--- src/rtl/lms_stream_sequencer.sv ---
// Sequencer that loads the LMS reciprocal LUT, then streams u/e samples round-robin per tick.
// Optional underrun counter enabled by defining LMS_SEQ_UNDERRUN_CNT_EN.
module lms_stream_sequencer #(
  parameter int CH       = 1,
  parameter int U_W      = 32,
  parameter int E_W      = 32,
  parameter int LUT_SIZE = 128,
  parameter int LUT_W    = 12,
  parameter int CNT_W    = 16,
  localparam int LUT_IDX_W = $clog2(LUT_SIZE),
  localparam int CH_W      = (CH > 1) ? $clog2(CH) : 1
) (
  input  logic                  clock,
  input  logic                  reset,
  input  logic                  start,
  input  logic [CNT_W-1:0]      period,
  input  logic [CNT_W-1:0]      num_samples,
  output logic [LUT_IDX_W-1:0]  lut_rd_addr,
  input  logic [LUT_W-1:0]      lut_rd_data,
  input  logic                  src_valid,
  output logic                  src_ready,
  input  logic signed [U_W-1:0] src_u,
  input  logic signed [E_W-1:0] src_e,
  output logic                  write_lut_in,
  output logic [LUT_IDX_W-1:0]  write_lut_idx,
  output logic [LUT_W-1:0]      write_lut_data,
  output logic                  valid_u_in,
  output logic                  valid_e_in,
  output logic signed [U_W-1:0] data_u_in,
  output logic signed [E_W-1:0] data_e_in,
  output logic [CH_W-1:0]       ch_sel,
  input  logic                  valid_out,
  output logic                  busy,
  output logic                  done,
  output logic [CNT_W-1:0]      out_cnt,
  output logic [CNT_W-1:0]      underrun_cnt,
  output logic [2:0]            state_dbg
);

  localparam int LW1 = LUT_IDX_W + 1;
  localparam logic [LW1-1:0] LUT_END = LW1'(LUT_SIZE);

  typedef enum logic [2:0] {
    IDLE     = 3'd0,
    LUT_LOAD = 3'd1,
    STREAM   = 3'd2,
    DRAIN    = 3'd3,
    DONE     = 3'd4
  } state_t;

  state_t state, state_nxt;

  logic [CNT_W-1:0]      per_q, ns_q, tcnt, tick_cnt, out_cnt_q, out_cnt_nxt, keff;
  logic [LW1-1:0]        lut_cnt;
  logic                  run_start, lut_issue, slot_active, xfer, last_slot, out_inc;
  logic                  wr_q, vld_q;
  logic [LUT_IDX_W-1:0]  wr_idx_q;
  logic signed [U_W-1:0] du_q;
  logic signed [E_W-1:0] de_q;
  logic [CH_W-1:0]       ch_q;

  // Slots occupy tick-counter values 0..CH-1; Keff >= CH guarantees they fit in one period.
  always_comb begin
    keff        = (per_q < CNT_W'(CH)) ? CNT_W'(CH) : per_q;
    run_start   = (state == IDLE) && start;
    lut_issue   = (state == LUT_LOAD) && (lut_cnt < LUT_END);
    slot_active = (state == STREAM) && (tcnt < CNT_W'(CH));
    xfer        = slot_active && src_valid;
    last_slot   = (tcnt == CNT_W'(CH - 1));
    out_inc     = valid_out && ((state == STREAM) || (state == DRAIN)) && (out_cnt_q != '1);
    out_cnt_nxt = out_inc ? out_cnt_q + CNT_W'(1) : out_cnt_q;
  end

  always_comb begin
    state_nxt = state;
    case (state)
      IDLE:     if (start) state_nxt = LUT_LOAD;
      LUT_LOAD: if (lut_cnt == LUT_END) state_nxt = (ns_q == '0) ? DONE : STREAM;
      STREAM:   if (xfer && last_slot && (tick_cnt == ns_q - CNT_W'(1))) state_nxt = DRAIN;
      DRAIN:    if (out_cnt_nxt >= ns_q) state_nxt = DONE;
      DONE:     state_nxt = IDLE;
      default:  state_nxt = IDLE;
    endcase
  end

  always_ff @(posedge clock) begin
    if (!reset) state <= IDLE;
    else        state <= state_nxt;
  end

  always_ff @(posedge clock) begin
    if (!reset) begin
      per_q     <= '0;
      ns_q      <= '0;
      tcnt      <= '0;
      tick_cnt  <= '0;
      out_cnt_q <= '0;
      lut_cnt   <= '0;
      wr_q      <= 1'b0;
      wr_idx_q  <= '0;
      vld_q     <= 1'b0;
      du_q      <= '0;
      de_q      <= '0;
      ch_q      <= '0;
    end else begin
      out_cnt_q <= out_cnt_nxt;
      if (lut_issue) lut_cnt <= lut_cnt + LW1'(1);
      wr_q     <= lut_issue;
      wr_idx_q <= lut_issue ? lut_cnt[LUT_IDX_W-1:0] : '0;
      // A slot waiting on src_valid freezes the tick counter so later ticks shift.
      if ((state == STREAM) && !(slot_active && !src_valid))
        tcnt <= (tcnt >= keff - CNT_W'(1)) ? '0 : tcnt + CNT_W'(1);
      if (xfer && last_slot) tick_cnt <= tick_cnt + CNT_W'(1);
      vld_q <= xfer;
      du_q  <= xfer ? src_u : '0;
      de_q  <= xfer ? src_e : '0;
      ch_q  <= xfer ? CH_W'(tcnt) : '0;
      if (run_start) begin
        per_q     <= period;
        ns_q      <= num_samples;
        out_cnt_q <= '0;
        lut_cnt   <= '0;
        tcnt      <= '0;
        tick_cnt  <= '0;
      end
    end
  end

`ifdef LMS_SEQ_UNDERRUN_CNT_EN
  logic             stall_q;
  logic [CNT_W-1:0] und_q;

  always_ff @(posedge clock) begin
    if (!reset) begin
      stall_q <= 1'b0;
      und_q   <= '0;
    end else begin
      stall_q <= slot_active && !src_valid;
      if (run_start)
        und_q <= '0;
      else if (slot_active && !src_valid && !stall_q && (und_q != '1))
        und_q <= und_q + CNT_W'(1);
    end
  end

  assign underrun_cnt = und_q;
`else
  assign underrun_cnt = '0;
`endif

  assign lut_rd_addr    = lut_issue ? lut_cnt[LUT_IDX_W-1:0] : '0;
  assign src_ready      = slot_active;
  assign write_lut_in   = wr_q;
  assign write_lut_idx  = wr_idx_q;
  assign write_lut_data = wr_q ? lut_rd_data : '0;
  assign valid_u_in     = vld_q;
  assign valid_e_in     = vld_q;
  assign data_u_in      = du_q;
  assign data_e_in      = de_q;
  assign ch_sel         = ch_q;
  assign busy           = (state == LUT_LOAD) || (state == STREAM) || (state == DRAIN);
  assign done           = (state == DONE);
  assign out_cnt        = out_cnt_q;
  assign state_dbg      = state;

endmodule

--- config.mk ---
export PLATFORM = sky130hd
export DESIGN_NAME = lms_stream_sequencer
export DESIGN_NICKNAME = d
export VERILOG_FILES = /design/src/rtl/lms_stream_sequencer.sv
export SDC_FILE = /design/constraint.sdc
export NUM_CORES = 1
export LEC_CHECK = 0
export BUFFER_PORTS_ARGS = -buffer_cell sky130_fd_sc_hd__buf_2
export CORE_UTILIZATION = 40
export CTS_CLUSTER_SIZE = 20
export DETAILED_ROUTE_END_ITERATION = 8
export PLACE_DENSITY = 0.73
export SYNTH_ARGS = -nofsm -noshare
export SYNTH_HDL_FRONTEND = slang
export SYNTH_SLANG_ARGS = --single-unit
export TNS_END_PERCENT = 5
--- constraint.sdc ---
create_clock -name clock -period 8 [get_ports clock]
set_input_delay 0.4 -clock clock [delete_from_list [all_inputs] [get_ports clock]]
set_output_delay 0.4 -clock clock [all_outputs]
set_load 0.01 [all_outputs]
==> run summary <==
Post-CTS Setup Inserts: 0
Vias: 6611
FF-to-FF path depth: 14
Routed len/inst: 14.6 um
1st-pass router iterations: 4
Final Hold Fails: 0
Clk_skew: 0.0139 ns
Vias per cell: 4.98
Hold Crit Class: input port to flop
Syn-to-layout area delta: 24.3%
Hold_buf cts: 0
Final Core Density: 50.9%
Final net count: 1234
Max-cap violations: 0
Peak per-stage delay on the critical path: 0.91 ns
Arrival time at the worst endpoint: 4.33 ns
Initial antenna violation count: 1
Initial Util: 40.9%
Detailed placement HPWL: 14.6 mm
Reg clk slew, reported paths: 0.08 ns
Synth top area cells: dfxtp_1 (43%), and2_1 (7.2%), xnor2_1 (6.6%), ha_1 (6.5%), nand2_1 (4.8%)
Worst slew margin: 20.5%
Top-count cell post-synth: dfxtp_1
Outcome: completed
Setup TNS: 0 ns
Htree depth: 4
Filler Cell Count: 1766
TritonCTS buffer count: 17
First-pass GRT wire length: 30.4 mm
Clk Latency, worst-skew pair: 0.43 ns
Asr flop ratio synth: 0%
CP max FO: 16
Layout cells sized above 1: 25.0%
Die height: 141 um
# diodes: 0
Critical path's top delay family: compound AO/OA/AOI/OAI gates
CORE AREA: 0.0188 sq mm
Setup CP Type: flop to flop
Worst setup SP type: flop
Commonest cells in the netlist: dfxtp_1 (165), nand2_1 (98), and2_1 (88)
Final period utilization: 51.0%
Pleak: 4.35 nW
IO buf count: 228
Mapped Avg Cell Area: 8.84 sq um
Syn. warnings: 0
Maximum VDD drop: 0.158 mV
Post_cts resized: 0
Worst EP required: 8.24 ns
Ports: 245
Area leader, netlist: dfxtp_1
Mapped cell area: 0.00768 sq mm
Max-slew violations: 0
Rows: 50
Gr usage total: 19.6%
Die width: 141 um
Vias in the first global route: 6196
Unrepaired setup endpoints after global routing: false
Number of setup violations in the final report: 0
Yosys cell types: 61
Yosys top cell area share: 43.0%
CTS tree: built
Largest net degree at the start of global routing: 66
Register bit total from synthesis: 165
Worst path cell trace: or4_1 > or4_1 > nor3_1 > a31oi_1 > ha_1 > nand2_1 > or3_1 > xor2_1 > ha_1 > a21o_1 > a21o_1 > a21oi_1 > a21oi_1 > a211oi_1
Crit path buffers/inverters: 0
Final wirelength: 19.4 mm
Hold path depth: 2
Crit path depth: 14
DRC viols: 0
Worst setup EP type: flop
Top_reg_cell synth: dfxtp_1
Clk buf depth: 2
Worst-Margin Slew: 1.19 ns
Initial drt markers: 211
Crit path max-delay cell type: a21oi_1
Final Wtd Congestion: 0.855
Die area: 0.0198 sq mm
Seq/Total Area, Yosys: 43.0%
Antenna viol nets, final: 0
Post-synthesis cell count: 869
Power Dens Cells: 271 mW/mm^2
Grt ovf: 0
Clk sinks: 165
Clock root cell: clkbuf_16
Fmax: 245 MHz
Final Critical Period: 4.08 ns
EDFF count, synth: 0
==> registers in the layout, summed over array words and instances, names as in the netlist <==
register       flops
tcnt              16
write_lut_idx      7
tick_cnt          16
state_dbg          3
data_e_in         32
out_cnt           16
valid_e_in         1
ns_q              16
ch_sel             1
lut_cnt            8
per_q             16
data_u_in         32
write_lut_in       1
==> cells by family after synthesis <==
kind of cell	share of synthesized area, %
other	0.0488
adder cells (fa/ha/maj)	6.51
AND/OR/NAND/NOR	25.7
XOR/XNOR	9.23
buffers and inverters	5.31
flip-flops	43.0
AO/OA/AOI/OAI	9.76
multiplexers	0.407
==> final timing paths <==
check | from | endpoint | slack, ns
setup / recovery | per_q[8]$_SDFFE_PN0P_ | tcnt[13]$_SDFFE_PP0P_ | 3.92
hold / removal | src_u[7] | data_u_in[7]$_SDFF_PN0_ | 0.16
setup reg to reg | per_q[8]$_SDFFE_PN0P_ | tcnt[13]$_SDFFE_PP0P_ | 3.92
hold reg to reg | per_q[6]$_SDFFE_PN0P_ | per_q[6]$_SDFFE_PN0P_ | 0.49
==> routing by layer <==
layer | part of all wire (%) | up-vias | global-route usage (%)
li1 | - | 3340 | -
met1 | 43 | 2977 | 22.8
met2 | 47 | 259 | 33.6
met3 | 8.0 | 33 | 6.35
met4 | 2.5 | 2 | 7.55
met5 | 0.067 | - | 0
==> where the power goes <==
group	internal, W	leakage (nW)	switching, W	total, W
Sequential	0.000884	1.33	0.0000818	0.000966
Clock	0.000454	0.292	0.000376	0.000829
Combinational	0.000335	2.73	0.000457	0.000792
Total	0.00167	4.35	0.000914	0.00259
==> final cells by class <==
type	instances	area (sq um)	area share, %
clock buffers	18	439	4.60
clock inverters	14	158	1.65
multi-input cells	628	4040	42.3
repair buffers	234	1190	12.4
flip-flops and latches	165	3300	34.6
inverters	35	131	1.38
well taps	234	293	3.07
==> placed cells by master (no fill, tap or decap), types with 3 or more instances in the layout <==
cell type | netlist | routed
and4_1 | 5 | 5
nand4_1 | 16 | 16
inv_6 | 0 | 7
nor2_1 | 48 | 47
clkbuf_16 | 0 | 17
or3_1 | 5 | 5
a21o_1 | 7 | 7
nand2b_1 | 7 | 7
nor2b_1 | 20 | 20
a41oi_1 | 3 | 3
nor4_1 | 13 | 13
o21ai_0 | 10 | 10
and2_1 | 88 | 88
a211oi_1 | 18 | 18
xor2_1 | 23 | 23
inv_1 | 33 | 33
nand3_1 | 15 | 15
a31oi_1 | 4 | 4
nor4b_1 | 5 | 5
nand2_1 | 98 | 98
and3_1 | 17 | 17
nor3_1 | 20 | 20
or4_1 | 7 | 7
conb_1 | 1 | 16
buf_4 | 17 | 6
dfxtp_1 | 165 | 165
buf_2 | 1 | 228
inv_8 | 0 | 3
ha_1 | 40 | 40
o2111ai_1 | 3 | 3
xnor2_1 | 58 | 58
a21oi_1 | 48 | 48
==> stage by stage <==
stage               hold slack (ns)  setup slack (ns)  instances  power (W)  cell area, sq um
global placement              0.469              4.07       1296    0.00175              8950
global route                  0.147              3.62       1328    0.00275              9550
floorplan                     0.455              4.36        884    0.00156              7740
finish                        0.157              3.92       1328    0.00259              9550
detailed placement            0.482              3.96       1296    0.00177              8950
CTS                           0.148              3.95       1328    0.00261              9550
Power figures use the tool's default switching activity.
